## config.mk

```make
export PLATFORM = sky130hd
export DESIGN_NAME = tdm_demux_4ch
export DESIGN_NICKNAME = d
export VERILOG_FILES = /design/src/rtl/tdm_pkg.sv /design/src/rtl/tdm_sync_fsm.sv /design/src/rtl/tdm_demux_4ch.sv
export SDC_FILE = /design/constraint.sdc
export NUM_CORES = 1
export LEC_CHECK = 0
export CORE_MARGIN = 4
export CORE_UTILIZATION = 49
export CTS_BUF_LIST = sky130_fd_sc_hd__clkbuf_16
export CTS_CLUSTER_DIAMETER = 120
export CTS_CLUSTER_SIZE = 24
export DETAILED_ROUTE_END_ITERATION = 8
export PLACE_DENSITY = 0.83
export SYNTH_ARGS = -nofsm -noshare
export SYNTH_HDL_FRONTEND = slang
export SYNTH_SLANG_ARGS = --single-unit
```

## constraint.sdc

```tcl
create_clock -name clk -period 5 [get_ports clk]
set_clock_uncertainty 0.2 [all_clocks]
set_input_delay 0.5 -clock clk [delete_from_list [all_inputs] [get_ports clk]]
set_output_delay 0.5 -clock clk [all_outputs]
set_load 0.02 [all_outputs]
```

## src/rtl/tdm_pkg.sv

```systemverilog
// Shared definitions for the 4-channel TDM link (demux receiver and future mux transmitter).
//   NUM_CH    : channels per frame
//   CNT_W     : width of the channel counter / select
//   state_e   : frame-alignment state (HUNT, LOCKED)
//   ch_onehot : channel select to one-hot strobe vector
package tdm_pkg;

  localparam int unsigned NUM_CH = 4;
  localparam int unsigned CNT_W  = 2;

  typedef enum logic {
    HUNT,
    LOCKED
  } state_e;

  function automatic logic [NUM_CH-1:0] ch_onehot(input logic [CNT_W-1:0] sel);
    logic [NUM_CH-1:0] vec;
    vec      = '0;
    vec[sel] = 1'b1;
    return vec;
  endfunction

endpackage

```

## src/rtl/tdm_sync_fsm.sv

```systemverilog
// Frame-alignment tracker for the TDM demux.
// Ports:
//   clk, rst       : clock, synchronous active-high reset
//   i_valid        : incoming word is valid this cycle
//   i_sync         : incoming word carries the frame-sync flag
//   o_wr_en        : write the current word into channel o_sel (combinational)
//   o_sel          : target channel of the current word (combinational)
//   o_locked       : registered, high while LOCKED
//   o_sync_err     : registered one-cycle pulse on an alignment fault
//   o_frame_done   : registered one-cycle pulse when ch3 of an in-order frame lands
module tdm_sync_fsm
  import tdm_pkg::*;
(
  input  logic             clk,
  input  logic             rst,
  input  logic             i_valid,
  input  logic             i_sync,
  output logic             o_wr_en,
  output logic [CNT_W-1:0] o_sel,
  output logic             o_locked,
  output logic             o_sync_err,
  output logic             o_frame_done
);

  state_e           r_state;
  logic [CNT_W-1:0] r_cnt;
  logic             r_locked;
  logic             r_sync_err;
  logic             r_frame_done;

  logic             w_wr_en;
  logic [CNT_W-1:0] w_sel;

  localparam logic [CNT_W-1:0] LastCh = CNT_W'(NUM_CH - 1);

  // A sync word always lands in ch0; a plain word only lands mid-frame while locked.
  always_comb begin
    w_wr_en = 1'b0;
    w_sel   = '0;
    if (i_valid) begin
      unique case (r_state)
        HUNT: begin
          w_wr_en = i_sync;
        end
        LOCKED: begin
          if (i_sync) begin
            w_wr_en = 1'b1;
          end else if (r_cnt != '0) begin
            w_wr_en = 1'b1;
            w_sel   = r_cnt;
          end
        end
        default: begin
          w_wr_en = 1'b0;
        end
      endcase
    end
  end

  always_ff @(posedge clk) begin
    if (rst) begin
      r_state      <= HUNT;
      r_cnt        <= '0;
      r_locked     <= 1'b0;
      r_sync_err   <= 1'b0;
      r_frame_done <= 1'b0;
    end else begin
      r_sync_err   <= 1'b0;
      r_frame_done <= 1'b0;
      if (i_valid) begin
        unique case (r_state)
          HUNT: begin
            if (i_sync) begin
              r_state  <= LOCKED;
              r_cnt    <= CNT_W'(1);
              r_locked <= 1'b1;
            end
          end
          LOCKED: begin
            if (i_sync) begin
              // Early sync realigns onto ch0 but flags the truncated frame.
              r_cnt <= CNT_W'(1);
              if (r_cnt != '0) begin
                r_sync_err <= 1'b1;
              end
            end else if (r_cnt == '0) begin
              // Expected a sync word here: alignment lost.
              r_sync_err <= 1'b1;
              r_state    <= HUNT;
              r_locked   <= 1'b0;
            end else begin
              r_cnt <= r_cnt + CNT_W'(1);
              if (r_cnt == LastCh) begin
                r_frame_done <= 1'b1;
              end
            end
          end
          default: begin
            r_state  <= HUNT;
            r_cnt    <= '0;
            r_locked <= 1'b0;
          end
        endcase
      end
    end
  end

  assign o_wr_en      = w_wr_en;
  assign o_sel        = w_sel;
  assign o_locked     = r_locked;
  assign o_sync_err   = r_sync_err;
  assign o_frame_done = r_frame_done;

endmodule

```

## src/rtl/tdm_demux_4ch.sv

```systemverilog
// Four-channel time-division demultiplexer.
// Ports:
//   clk, rst          : clock, synchronous active-high reset
//   din, din_valid    : serialized word and its qualifier
//   frame_sync        : marks din as channel 0 of a new frame (only when din_valid)
//   ch0..ch3_out      : last word delivered to each channel, held until overwritten
//   ch_strobe         : one-hot pulse, bit n = chn_out updated this cycle
//   frame_done        : pulse when a complete in-order frame has been delivered
//   locked            : high while frame alignment is held
//   sync_err          : pulse on an alignment fault
module tdm_demux_4ch
  import tdm_pkg::*;
#(
  parameter int unsigned W = 8
) (
  input  logic              clk,
  input  logic              rst,
  input  logic [W-1:0]      din,
  input  logic              din_valid,
  input  logic              frame_sync,
  output logic [W-1:0]      ch0_out,
  output logic [W-1:0]      ch1_out,
  output logic [W-1:0]      ch2_out,
  output logic [W-1:0]      ch3_out,
  output logic [NUM_CH-1:0] ch_strobe,
  output logic              frame_done,
  output logic              locked,
  output logic              sync_err
);

  logic             w_wr_en;
  logic [CNT_W-1:0] w_sel;

  logic [W-1:0]      r_ch [NUM_CH];
  logic [NUM_CH-1:0] r_strobe;

  tdm_sync_fsm u_sync_fsm (
    .clk          (clk),
    .rst          (rst),
    .i_valid      (din_valid),
    .i_sync       (frame_sync),
    .o_wr_en      (w_wr_en),
    .o_sel        (w_sel),
    .o_locked     (locked),
    .o_sync_err   (sync_err),
    .o_frame_done (frame_done)
  );

  always_ff @(posedge clk) begin
    if (rst) begin
      r_ch     <= '{default: '0};
      r_strobe <= '0;
    end else begin
      r_strobe <= '0;
      if (w_wr_en) begin
        r_ch[w_sel] <= din;
        r_strobe    <= ch_onehot(w_sel);
      end
    end
  end

  assign ch0_out   = r_ch[0];
  assign ch1_out   = r_ch[1];
  assign ch2_out   = r_ch[2];
  assign ch3_out   = r_ch[3];
  assign ch_strobe = r_strobe;

endmodule

```

* Yosys cells after proc, flatten, opt, wreduce, memory -nomap -nowiden
Index checks and enable logic that the tools add are counted.
Storage, ports and cells: flip-flop bits (word level) 42, bits of input ports 12, output and inout bits 39, logic and storage cells 61
Cells by class: add/sub/neg operators 1, order comparisons 4, equal/unequal tests 5, multiplexer cells 28, bitwise logic cells 4, reductions and logical operators 9
Operators with widths (count):
- $bwmux W32 | 1
- $demux W8 S2 | 1
- $mux W2 | 7
- $mux W1 | 13
- $mux W8 | 1
- $ne A2 B2 Y1 const B | 3
- $pmux W1 S2 | 3
- $reduce_or A5 Y1 | 1
- $pmux W2 S2 | 1
- $reduce_and A4 Y1 | 1
- $ge A3 B3 Y1 const B | 1
- $lt A2 B3 Y1 const B | 1
- $lt A3 B1 Y1 const B | 1
- $ne A3 B3 Y1 const B | 1
- $not A1 Y1 | 3
- $not A2 Y3 | 1
- $reduce_and A3 Y1 | 1
- $reduce_or A3 Y1 | 1
- $add A2 B1 Y2 const B | 1
- $demux W1 S2 | 1
- $eq A2 B2 Y1 const B | 1
- $ge A2 B1 Y1 const B | 1
- $logic_and A1 B1 Y1 | 2
- $logic_not A2 Y1 | 1
- other kinds (2) | 2

* Depth between registers and ports, before layout
word-level depth 11, depth in mapped cells 8, depth with buffers taken out 7

* Hierarchy
Synthesis repeated with hierarchy kept, for this count alone.
Unflattened totals: cell total of the unflattened synthesis 162, area total of the unflattened synthesis 1757.9 µm²
By module, submodules not included:
- tdm_demux_4ch | instances 1, cells each 127, area each 1440.1 µm², seq. area each 720.7 µm²
- tdm_sync_fsm | instances 1, cells each 35, area each 317.8 µm², seq. area each 120.1 µm²

* Worst setup path before layout
Ideal clock, no wire load.
path type register to register, from register u_sync_fsm.r_cnt[0], to register r_ch, in the netlist ch2_out[0], library setup time 0.128 ns, arrival 1.802 ns, data required time 4.672 ns, path slack 2.870 ns, stages on the path, launching flop included 8, buffers on the path 0, period minus slack after synthesis 2.130 ns, path through dfxtp_1 > inv_1 > ha_1 > ha_1 > or2b_1 > nor3_4 > mux2i_1 > nor2_1
Between the ends: cells in the longest elaborated chain, start to end 11, elaborated cells on any way between the ends 16, those cells by class 2 x order compare; 11 x mux; 1 x bitwise; 2 x reduce/logical
RTL lines:
- start: declaration | line tdm_sync_fsm.sv:26 | logic [CNT_W-1:0] r_cnt;
- start signal: assignment | line tdm_sync_fsm.sv:92 | r_cnt <= r_cnt + CNT_W'(1);
- $reduce_bool A2 Y1 | line tdm_sync_fsm.sv:48 | end else if (r_cnt != '0) begin
- $mux W2 | line tdm_sync_fsm.sv:48
- $mux W2 | line tdm_sync_fsm.sv:46 | if (i_sync) begin
- $mux W2 | line tdm_sync_fsm.sv:41 | unique case (r_state)
- $mux W2 | line tdm_sync_fsm.sv:40 | if (i_valid) begin
- $not A2 Y3 (not written as such) | line tdm_demux_4ch.sv:56 | r_ch[w_sel] <= din;
- $ge A3 B3 Y1 (not written as such) / $lt A3 B1 Y1 (equally long branches) | line tdm_demux_4ch.sv:56
- $logic_and A1 B1 Y1 (not written as such) | line tdm_demux_4ch.sv:56
- $mux W8 (not written as such) | line tdm_demux_4ch.sv:56
- $demux W8 S2 | line tdm_demux_4ch.sv:56
- $bwmux W32 | line tdm_demux_4ch.sv:56
- end signal: indexed assignment | line tdm_demux_4ch.sv:56
- end: declaration | line tdm_demux_4ch.sv:34 | logic [W-1:0] r_ch [NUM_CH];
Parallel ways exist; a longest one is shown, timed or not. A chain may end at the register's enable or synchronous reset.

* Worst setup path in the final report
from input port frame_sync, to register r_ch, in the netlist ch2_out[4]
Between the ends: cells in the longest elaborated chain, start to end 9, elaborated cells on any way between the ends 13, those cells by class 2 x order compare; 9 x mux; 1 x bitwise; 1 x reduce/logical
RTL lines:
- start: declaration | line tdm_demux_4ch.sv:20 | input logic frame_sync,
- $mux W2 | line tdm_sync_fsm.sv:46
- $mux W2 | line tdm_sync_fsm.sv:41
- $mux W2 | line tdm_sync_fsm.sv:40
- $not A2 Y3 (not written as such) | line tdm_demux_4ch.sv:56
- $ge A3 B3 Y1 (not written as such) / $lt A3 B1 Y1 (equally long branches) | line tdm_demux_4ch.sv:56
- $logic_and A1 B1 Y1 (not written as such) | line tdm_demux_4ch.sv:56
- $mux W8 (not written as such) | line tdm_demux_4ch.sv:56
- $demux W8 S2 | line tdm_demux_4ch.sv:56
- $bwmux W32 | line tdm_demux_4ch.sv:56
Parallel ways exist; a longest one is shown, timed or not.

==> summary.txt <==
Total Routing Usage GR -> 18.89%
height of the die -> 66.78 um
TritonCTS clock tree -> done
Post-layout nets -> 227
worst min-delay path class -> reg -> reg
CTS buffer count -> 5
master cell of the clock root buffer -> clkbuf_16
post-synth net total -> 177
peak supply drop -> 0.3872 mV
fraction of the yosys area taken by sequential cells -> 49.67%
post-detail-place hpwl -> 2.752 mm
Avg WL per Cell -> 14.36 um
launch point of the worst hold path -> ch0_out[4]
total via count in the routed design -> 1,317
number of standard-cell rows in the floorplan -> 21
number of global-route vias before repair -> 1,325
total instance count after detailed placement -> 251
worst-path maximum fanout -> 8
cell area after synthesis -> 1693 um^2
CP Launch Type -> primary input
number of buffers on the longest clock path -> 2
critical path class -> in -> reg
floorplan die area -> 4459 um^2
r2r worst-path depth -> 7
Core Util, Final -> 70.75%
overflow left after global routing -> 0
number of inserted diodes -> 0
Worst slew margin -> 64.66%
number of ports placed on the die boundary -> 51
number of antenna violations at the first check in global routing -> 0
initial standard-cell utilization of the core -> 50.73%
crit path time final -> 2.513 ns
Avg Inst Size Synth -> 10.45 um^2
Achievable Freq -> 0.3979 GHz
CTS Sinks -> 42
setup tns final -> 0 ns
setup repair after global routing missed its margin -> no
number of buffer cells added on primary ports -> 50
maximum capacitance violations -> 0
Final Hold Fails -> 0
largest family of logic cells by synthesized area -> simple AND/OR/NAND/NOR gates
Final Slew Violations -> 0
total wire length -> 3.718 mm
start of the worst register-to-register path -> u_sync_fsm.r_cnt[1]
width of the chip -> 66.78 um
Synth Warn # -> 0
endpoint of the worst hold-timing path -> ch0_out[4]
power per cell area -> 303.2 nW/um^2
area share of and/or/nand/nor cells after synthesis -> 24.76%
worst endpoint data arrival time -> 2.47 ns
filler cell count in the final layout -> 260
leading cell type in the layout, fill and taps excluded -> clkdlybuf4s50_1
Pre-Repair DR Iteration Count -> 4
final weighted congestion in routability-driven placement -> 0.8318
post-layout total power -> 715.8 uW
wire length of the first global-routing pass -> 6.334 mm
area fraction in compound gates after synthesis -> 5.469%
standby leakage power -> 0.8911 nW
post-detailed-route count of antenna-violating nets -> 0
capturing element type of the critical path -> register
number of violations reported at the end of detailed-routing iteration 0 -> 60
transition time at the pin with the least slew margin -> 0.5284 ns
H-tree levels -> 2
clock edge transition at the registers on the reported setup and hold paths -> 0.06 ns
area of the placeable core -> 3337 um^2
endpoint of the worst-slack reg-to-reg timing path -> ch2_out[4]
library cells used by synthesis -> 33
total non-filler cell area in the finished layout -> 2361 um^2
setup violators final -> 0
Worst EP required -> 4.96 ns
adder and majority gate portion of the synthesized area -> 2.217%
multiplexer area fraction after synthesis -> 14.86%
xor/xnor cell area share of the yosys netlist -> 0%
per-cell via count in the routed design -> 5.085
Post-Place Cell Area -> 2218 um^2
quantity of gates resized following cts -> 0
clock insertion delay at the later pin of the skew report -> 0.28 ns
Worst R2R Setup Slack -> 2.57 ns
final critical-path share of the clock period -> 50.26%
maximum number of pins on one net before global-route repair -> 51
hold depth -> 2
share of cells above drive strength 1 -> 7.512%
Non-Filler Instances -> 259
run status -> completed
number of instances in the synthesized netlist -> 162
area growth from synthesis to layout -> 39.47%
buffer count from post-CTS setup fixing -> 0
most frequent cells in the layout -> clkdlybuf4s50_1 (50), dfxtp_1 (42), mux2i_1 (24)
post-route DRC violation count -> 0
number of register bits inferred by synthesis -> 42
cts hold-fix bufs -> 0
-- kinds of logic (layout without fill, tap and decap cells) --
logic type,Yosys count,after routing
mux,25,25
fa+ha+maj,3,3
flops,42,42
simple gates,65,65
buf+inv,11,62
compound gates,16,16
-- through the flow --
stage | worst slack, ns | hold slack (ns)
after floorplan | 2.870 | 0.3153
after global placement | 2.274 | 0.2604
after detailed placement | 2.191 | 0.2777
after CTS | 2.475 | 0.2889
after global routing | 2.308 | 0.3144
final | 2.487 | 0.2785
-- worst max-delay path by stage --
stage,startpoint,to,slack (ns),depth (start not counted)
floorplan,u_sync_fsm.r_cnt[0],ch2_out[0],2.87,7
global placement,frame_sync,ch2_out[2],2.27,7
detailed placement,frame_sync,ch2_out[4],2.19,7
CTS,frame_sync,ch2_out[4],2.47,7
global route,frame_sync,ch2_out[6],2.31,7
finish,frame_sync,ch2_out[4],2.49,7
-- layout make-up --
cell class	instances	area, um^2	area share [%]
Timing Repair Buffer	51	508.0	21.52
Multi-Input combinational cell	109	800.8	33.92
Clock buffer	5	125.1	5.299
Inverter	3	11.26	0.4769
Clock inverter	3	17.52	0.7419
Sequential cell	42	840.8	35.61
Tap cell	46	57.56	2.438
-- cell usage after synthesis (all sizes together) --
| cell | n | area (um^2) |
|---|---|---|
| nor2 | 17 | 63.81 |
| o21ai | 9 | 45.04 |
| nand3 | 1 | 5.000 |
| a221oi | 1 | 8.760 |
| nor2b | 1 | 6.260 |
| dfxtp | 42 | 840.8 |
| buf | 2 | 16.26 |
| nor3b | 1 | 7.510 |
| clkbuf | 6 | 23.77 |
| and4bb | 1 | 12.51 |
| a21oi | 3 | 15.01 |
| ha | 3 | 37.54 |
| nand3b | 9 | 80.08 |
| a21boi | 1 | 7.510 |
| nand2b | 19 | 126.4 |
| or2 | 2 | 12.52 |
| or2b | 1 | 7.510 |
| nor4b | 1 | 8.760 |
| a22o | 1 | 8.760 |
| a22oi | 1 | 7.510 |
| mux2i | 24 | 240.2 |
| mux2 | 1 | 11.26 |
| nand2 | 3 | 11.26 |
| nand4b | 1 | 15.01 |
| nor3 | 8 | 62.56 |
| inv | 3 | 11.26 |
-- routing by layer --
| layer | vias to the layer above | routed length [um] | global-route usage (%) |
|---|---|---|---|
| met4 | 0 | 119 | 10.91 |
| met1 | 610 | 1638 | 24.11 |
| met5 | - | 0 | 0 |
| met3 | 11 | 179 | 4.722 |
| met2 | 39 | 1781 | 28.71 |
| li1 | 657 | - | - |
-- state kept, by name, summed over array words and instances (netlist names) --
name and cells:
ch2_out 8, ch_strobe 4, u_sync_fsm.o_frame_done 1, u_sync_fsm.o_locked 1, ch0_out 8, u_sync_fsm.r_cnt 2
ch3_out 8, u_sync_fsm.o_sync_err 1, u_sync_fsm.r_state 1, ch1_out 8
-- worst max-delay path, stage by stage --
cell,delay (ns)
clkdlybuf4s50_1,0.55
inv_1,0.08
ha_1,0.25
or2b_1,0.32
nor3_4,0.44
mux2i_1,0.27
nor2_1,0.06
-- where the power goes --
group / internal, mW / leakage [nW] / switching [mW]
clock: 0.183 / 0.0750 / 0.123
sequential: 0.341 / 0.340 / 0.00523
combinational: 0.0317 / 0.476 / 0.0323
total: 0.556 / 0.891 / 0.160
(Power assumes the default switching activity.)
